[config.mk]
export PLATFORM = sky130hd
export DESIGN_NAME = kmeans_centroid_update
export DESIGN_NICKNAME = d
export VERILOG_FILES = /design/src/rtl/kmeans_centroid_update.sv
export SDC_FILE = /design/constraint.sdc
export NUM_CORES = 2
export LEC_CHECK = 0
export ABC_AREA = 1
export ABC_CLOCK_PERIOD_IN_PS = 3010
export BUFFER_PORTS_ARGS = -buffer_cell sky130_fd_sc_hd__buf_2
export CORE_MARGIN = 1.5
export CORE_UTILIZATION = 40
export CTS_BUF_LIST = sky130_fd_sc_hd__clkbuf_16
export CTS_CLUSTER_DIAMETER = 50
export DETAILED_ROUTE_END_ITERATION = 6
export PLACE_DENSITY = 0.55
export SLEW_MARGIN = 0
export SYNTH_ARGS = -nofsm -noshare
export SYNTH_HDL_FRONTEND = slang
export SYNTH_SLANG_ARGS = --single-unit
[constraint.sdc]
create_clock -name clk -period 3.01 [get_ports clk]
set_input_delay 0 -clock clk [delete_from_list [all_inputs] [get_ports clk]]
set_output_delay 0 -clock clk [all_outputs]
set_load 0.02 [all_outputs]
[src/rtl/kmeans_centroid_update.sv]
// k-means update stage: accumulates per-cluster sums/counts of 4-D points over an
// epoch, then divides each sum by its count with one shared restoring divider.
module kmeans_centroid_update #(
   parameter int DATA_W = 16,
   parameter int ACC_W  = 32,
   parameter int CNT_W  = 16
) (
   input  logic              clk,
   input  logic              reset,
   input  logic              start,
   input  logic              in_valid,
   output logic              in_ready,
   input  logic [DATA_W-1:0] data_in1,
   input  logic [DATA_W-1:0] data_in2,
   input  logic [DATA_W-1:0] data_in3,
   input  logic [DATA_W-1:0] data_in4,
   input  logic [1:0]        cluster_addr,
   input  logic              epoch_end,
   output logic [DATA_W-1:0] centroid1_1,
   output logic [DATA_W-1:0] centroid1_2,
   output logic [DATA_W-1:0] centroid1_3,
   output logic [DATA_W-1:0] centroid1_4,
   output logic [DATA_W-1:0] centroid2_1,
   output logic [DATA_W-1:0] centroid2_2,
   output logic [DATA_W-1:0] centroid2_3,
   output logic [DATA_W-1:0] centroid2_4,
   output logic [DATA_W-1:0] centroid3_1,
   output logic [DATA_W-1:0] centroid3_2,
   output logic [DATA_W-1:0] centroid3_3,
   output logic [DATA_W-1:0] centroid3_4,
   output logic              cent_valid,
   output logic [2:0]        empty_mask,
   output logic              addr_err,
   output logic              cnt_sat,
   output logic              busy
);
   typedef enum logic [1:0] {IDLE, ACCUM, DIVIDE, DONE} state_t;
   localparam int STEP_W = $clog2(ACC_W + 1);
   localparam logic [CNT_W-1:0] CNT_MAX = '1;

   state_t state_q, state_d;
   logic [2:0][3:0][ACC_W-1:0]  acc_q, acc_d;
   logic [2:0][CNT_W-1:0]       cnt_q, cnt_d;
   logic [2:0][3:0][DATA_W-1:0] cent_q, cent_d, shadow_q, shadow_d;
   logic [2:0]                  empty_q, empty_d;
   logic                        addr_err_q, addr_err_d, cnt_sat_q, cnt_sat_d;
   logic                        cent_valid_q, cent_valid_d, in_ready_q, in_ready_d;
   logic                        busy_q, busy_d;
   logic [1:0]                  cl_q, cl_d, dim_q, dim_d;
   logic [STEP_W-1:0]           step_q, step_d;
   logic [ACC_W-1:0]            quo_q, quo_d, quo_nx;
   logic [CNT_W-1:0]            rem_q, rem_d, divisor;
   logic [CNT_W:0]              rem_sh, rem_nx;
   logic                        q_bit;
   logic [3:0][DATA_W-1:0]      din;

   assign din = {data_in4, data_in3, data_in2, data_in1};

   // One restoring step: shift the next dividend bit into the remainder, subtract if it fits.
   always_comb begin
      divisor = cnt_q[cl_q];
      rem_sh  = {rem_q, quo_q[ACC_W-1]};
      q_bit   = (rem_sh >= {1'b0, divisor});
      rem_nx  = q_bit ? (rem_sh - {1'b0, divisor}) : rem_sh;
      quo_nx  = {quo_q[ACC_W-2:0], q_bit};
   end

   always_comb begin
      state_d      = state_q;
      acc_d        = acc_q;
      cnt_d        = cnt_q;
      cent_d       = cent_q;
      shadow_d     = shadow_q;
      empty_d      = empty_q;
      addr_err_d   = addr_err_q;
      cnt_sat_d    = cnt_sat_q;
      cent_valid_d = 1'b0;
      cl_d         = cl_q;
      dim_d        = dim_q;
      step_d       = step_q;
      quo_d        = quo_q;
      rem_d        = rem_q;
      case (state_q)
         IDLE: begin
            if (start) begin
               state_d    = ACCUM;
               acc_d      = '0;
               cnt_d      = '0;
               addr_err_d = 1'b0;
               cnt_sat_d  = 1'b0;
            end
         end
         ACCUM: begin
            if (start) begin
               acc_d      = '0;
               cnt_d      = '0;
               addr_err_d = 1'b0;
               cnt_sat_d  = 1'b0;
            end else begin
               if (in_valid && in_ready_q) begin
                  if (cluster_addr == 2'd3) addr_err_d = 1'b1;
                  for (int k = 0; k < 3; k++) begin
                     if (cluster_addr == 2'(k)) begin
                        if (cnt_q[k] == CNT_MAX) begin
                           cnt_sat_d = 1'b1;
                        end else begin
                           cnt_d[k] = cnt_q[k] + CNT_W'(1);
                           for (int d = 0; d < 4; d++)
                              acc_d[k][d] = acc_q[k][d] + ACC_W'(din[d]);
                        end
                     end
                  end
               end
               if (epoch_end) begin
                  state_d = DIVIDE;
                  cl_d    = 2'd0;
                  dim_d   = 2'd0;
                  step_d  = '0;
               end
            end
         end
         DIVIDE: begin
            if (step_q == '0) begin
               quo_d  = acc_q[cl_q][dim_q];
               rem_d  = '0;
               step_d = STEP_W'(1);
            end else begin
               quo_d = quo_nx;
               rem_d = CNT_W'(rem_nx);
               if (step_q == STEP_W'(ACC_W)) begin
                  step_d = '0;
                  // Empty clusters still burn their slots so latency stays fixed.
                  if (divisor != '0) shadow_d[cl_q][dim_q] = quo_nx[DATA_W-1:0];
                  if (dim_q == 2'd3) begin
                     dim_d = 2'd0;
                     if (cl_q == 2'd2) state_d = DONE;
                     else              cl_d    = cl_q + 2'd1;
                  end else begin
                     dim_d = dim_q + 2'd1;
                  end
               end else begin
                  step_d = step_q + STEP_W'(1);
               end
            end
         end
         DONE: begin
            for (int k = 0; k < 3; k++) begin
               empty_d[k] = (cnt_q[k] == '0);
               if (cnt_q[k] != '0) cent_d[k] = shadow_q[k];
            end
            cent_valid_d = 1'b1;
            state_d      = IDLE;
         end
         default: state_d = IDLE;
      endcase
      in_ready_d = (state_d == ACCUM);
      busy_d     = (state_d != IDLE);
   end

   always_ff @(posedge clk) begin
      if (reset) begin
         state_q      <= IDLE;
         acc_q        <= '0;
         cnt_q        <= '0;
         cent_q       <= '0;
         shadow_q     <= '0;
         empty_q      <= '0;
         addr_err_q   <= 1'b0;
         cnt_sat_q    <= 1'b0;
         cent_valid_q <= 1'b0;
         in_ready_q   <= 1'b0;
         busy_q       <= 1'b0;
         cl_q         <= '0;
         dim_q        <= '0;
         step_q       <= '0;
         quo_q        <= '0;
         rem_q        <= '0;
      end else begin
         state_q      <= state_d;
         acc_q        <= acc_d;
         cnt_q        <= cnt_d;
         cent_q       <= cent_d;
         shadow_q     <= shadow_d;
         empty_q      <= empty_d;
         addr_err_q   <= addr_err_d;
         cnt_sat_q    <= cnt_sat_d;
         cent_valid_q <= cent_valid_d;
         in_ready_q   <= in_ready_d;
         busy_q       <= busy_d;
         cl_q         <= cl_d;
         dim_q        <= dim_d;
         step_q       <= step_d;
         quo_q        <= quo_d;
         rem_q        <= rem_d;
      end
   end

   assign in_ready    = in_ready_q;
   assign cent_valid  = cent_valid_q;
   assign empty_mask  = empty_q;
   assign addr_err    = addr_err_q;
   assign cnt_sat     = cnt_sat_q;
   assign busy        = busy_q;
   assign centroid1_1 = cent_q[0][0];
   assign centroid1_2 = cent_q[0][1];
   assign centroid1_3 = cent_q[0][2];
   assign centroid1_4 = cent_q[0][3];
   assign centroid2_1 = cent_q[1][0];
   assign centroid2_2 = cent_q[1][1];
   assign centroid2_3 = cent_q[1][2];
   assign centroid2_4 = cent_q[1][3];
   assign centroid3_1 = cent_q[2][0];
   assign centroid3_2 = cent_q[2][1];
   assign centroid3_3 = cent_q[2][2];
   assign centroid3_4 = cent_q[2][3];
endmodule

==> impl_results.md <==
* Routed via count at 56.2k
* Maxcap violations at 0
* Post-synth EDFFs at 0
* GR Util met3 at ~4.4%
* Worst Path Max Fanout at 5
* TritonCTS Buffers at 132
* Initial antenna violation count at 4
* Post-synth top cells: nand2_1 (2138), nor2_1 (1107), dfxtp_1 (884), a21oi_1 (859), inv_1 (777)
* Vias in the first global route at between 50k and 60k
* Routability cong. at around 0.99
* Post-synthesis mux area share at 0%
* Filler cells at around 14k
* PwrDens at 501 mW/mm^2
* Non-filler cells in the finished layout at ~10k
* Slew Limit Fails at 0
* CP endpoint kind: flip-flop
* RR Endpoint: cnt_sat
* Final setup fails at 0
* Reg2Reg Depth at 11
* First-pass GRT wire length at a little over 300000 um
* Clk_lat worst skew at 780 ps
* CP most frequent cell: nand2_1
* Largest family of logic cells by synthesized area: simple AND/OR/NAND/NOR gates
* Congestion Overflow GR at 0
* Clock buffer depth at 3
* Top Ports at 271
* Number of diodes at 0
* CTS root buf: clkbuf_16
* Post-synthesis xor/xnor area fraction at 0.596%
* Die Width at around 370 um
* Hold path cells at 6
* Sequential element share of the synthesized area at about a third
* Vias per inst at 5.38
* Wire length per cell at 19.6 um
* Clock transition at path regs at 50 ps
* Outcome: complete, no violations
* Fmax at 350 MHz
* Final instance area at 0.0612 mm^2
* Simple-gate share of the synthesized area at 35.3%
* Headroom to the max-slew limit at 31.8%
* Area Growth Syn to Fin at 15.8%
* Setup Skew at 34.1 ps
* H-tree depth at 4
* Post-layout min period at around 2900 ps
* Drt pass-1 iters at 6
* Avg Cell Area, Syn at 6.32 um^2
* Nets at 8900
* Largest net degree at the start of global routing at 184
* Critical path type: reg2reg
* Post-Syn Instances at 8362
* Die area at 0.134 mm^2
* Port Buffer Count at 270
* Synth Net Count at 8669
* CP max stage delay at around 560 ps
* Power consumption at 0.0307 W
* Gr usage total at 29.5%
* Area contributors post-synth: dfxtp_1 (33%), nand2_1 (15%), a21oi_1 (8.1%)
* Synth Area in Compound Gates at 16.1%
* Top-area cell type share of the netlist area at 33.5%
* Setup crit start kind: flip-flop
* Hold path start: data_in2[1]
* Placed standard-cell area at about 0.056 mm^2
* Worst-path cell chain: ha_1, nand2_1, inv_1, nand3_1, nor2_1, nand2_1, o22ai_1, nand2_1, dlygate4sd3_1, a21oi_1, dlygate4sd3_1
* GRT met2 Usage at 46.7%
* Met1 Usage GRT at 39.4%
* Initial detailed-routing violation count at 5164
* Top_reg_cell synth: dfxtp_1
* Row Count at 133
* Synth unique cells at 48
* Worst hold path type: in2reg
* Core area at around 0.13 mm^2
* FFs w/ async S/R, synth at 0%
* Worst IR Drop VDD at between 500 and 600 uV
* WHS Endpoint: acc_q[289]
* CP delay by family, top: buffers and inverters
* Synth Area in Adders at under 10%
* Top-count cell post-synth: nand2_1
* Post-Syn Area at ~0.053 mm^2
* Final HPWL DP at between 150000 and 200000 um
* Clock Sink Count at 884
* RSZ-0062 raised after global routing: false
* Final WL at 205000 um
* Fraction of layout cells with a size suffix above 1 at 8.08%
* Launch point of the worst reg-to-reg path: cnt_q[33]
* Yosys warnings at 0
* Final ANT Viol Nets at 0
* Top Usage Layer GRT: met2
* Worst Tran Pin Value at 1020 ps
* Post-synth top area cell: dfxtp_1
* FF+latch count, synth at ~880
* Critical path arrival at 3580 ps
* CTS tree: built
* DRC at 0
* Crit path buffers/inverters at 3
* Placed cell count at just over 10k
* Setup TNS at 0 ps
* Starting Density at 40.3%
* Die Ht at between 300 and 400 um
* Crit path required time at approximately 3700 ps
* Hold Fails Final Rpt at 0
* Crit-path slowest cell: dlygate4sd3_1
* Leak pwr at about 27 nW
* Final Cycle Share at 95.0%
* Flop2flop setup slack at around 150 ps
## area by class of cell
| cell class | count | area, um^2 | share of cell area, % |
|---|---|---|---|
| well taps | 1755 | 2200 | 3.59 |
| flip-flops and latches | 884 | 17700 | 28.9 |
| multi-input cells | 6299 | 30600 | 49.9 |
| inverters | 795 | 3000 | 4.90 |
| clock buffers | 132 | 3300 | 5.40 |
| repair buffers | 481 | 3440 | 5.62 |
| clock inverters | 108 | 1000 | 1.63 |
## where the power goes
| part | switching [W] | internal [W] |
|---|---|---|
| logic | 0.00253 | 0.00103 |
| registers | 0.000108 | 0.0118 |
| clock network | 0.00622 | 0.00898 |
## worst reg2reg max path: cells and delay by family, from the launching register on
kind                     cells  cell delay [ps]
AND/OR/NAND/NOR              5              540
buffers and inverters        3             1220
adder cells (fa/ha/maj)      1              220
AO/OA/AOI/OAI                2              370
flip-flops                   1              470
## what timing repair did
| action | CTS | global route |
|---|---|---|
| resized for setup | 0 | 2 |
| endpoints found under the hold margin | 325 | 0 |
| endpoints found under the setup margin | 0 | 3 |
| buffers inserted | 0 | 1 |
| hold buffers | 72 | 0 |
## registers in the layout, indices dropped and copies added, names as in the netlist, 32 cells and up
name      flops
shadow_q    192
quo_q        32
cnt_q        48
acc_q       384
## cell usage in the layout (no fill, tap or decap), drive strengths merged, types with 10 or more instances in the layout
| cell type | n |
|---|---|
| nand2 | 2140 |
| nor2 | 1114 |
| dfxtp | 884 |
| a21oi | 860 |
| inv | 816 |
| nand3 | 623 |
| o21ai | 598 |
| buf | 409 |
| ha | 223 |
| nand4 | 219 |
| nor3 | 142 |
| clkbuf | 132 |
| dlygate4sd3 | 72 |
| nand3b | 67 |
| clkinv | 64 |
| or2 | 43 |
| o22ai | 42 |
| a31oi | 36 |
| nor4 | 33 |
| xnor2 | 23 |
| o21a | 20 |
| o211a | 15 |
| o21bai | 14 |
| xor2 | 13 |
| fa | 13 |
| clkinvlp | 13 |
| a21boi | 12 |
| a21o | 11 |
| and2 | 10 |
| bufinv | 10 |
## cells by family after synthesis
family                   count (synthesis)
flip-flops                             884
AND/OR/NAND/NOR                       4403
adder cells (fa/ha/maj)                236
XOR/XNOR                                36
buffers and inverters                 1179
AO/OA/AOI/OAI                         1624
## metal layers
layer,wire length [um],part of all wire (%)
met1,91800,45
met2,91300,45
met3,12600,6.2
met4,9440,4.6
met5,0,0
## per-stage QoR
stage	util [%]	setup WS [ps]	hold WS [ps]
final	46.6	149	37.0
after global routing	46.6	32.5	44.0
after CTS	46.6	127	4.31
after detailed placement	42.8	358	364
after global placement	42.8	360	359
after floorplan	-	413	167
## worst max path at each step
stage / startpoint / cells past startpoint / slack (ps) / to
floorplan: cl_q[1] / 18 / 410 / shadow_q[0]
global placement: cl_q[1] / 18 / 360 / rem_q[6]
detailed placement: cl_q[1] / 17 / 360 / shadow_q[144]
CTS: cnt_q[19] / 10 / 130 / cnt_sat
global route: cnt_q[33] / 11 / 30 / cnt_sat
finish: cnt_q[33] / 11 / 150 / cnt_sat
(Power assumes the default switching activity.)
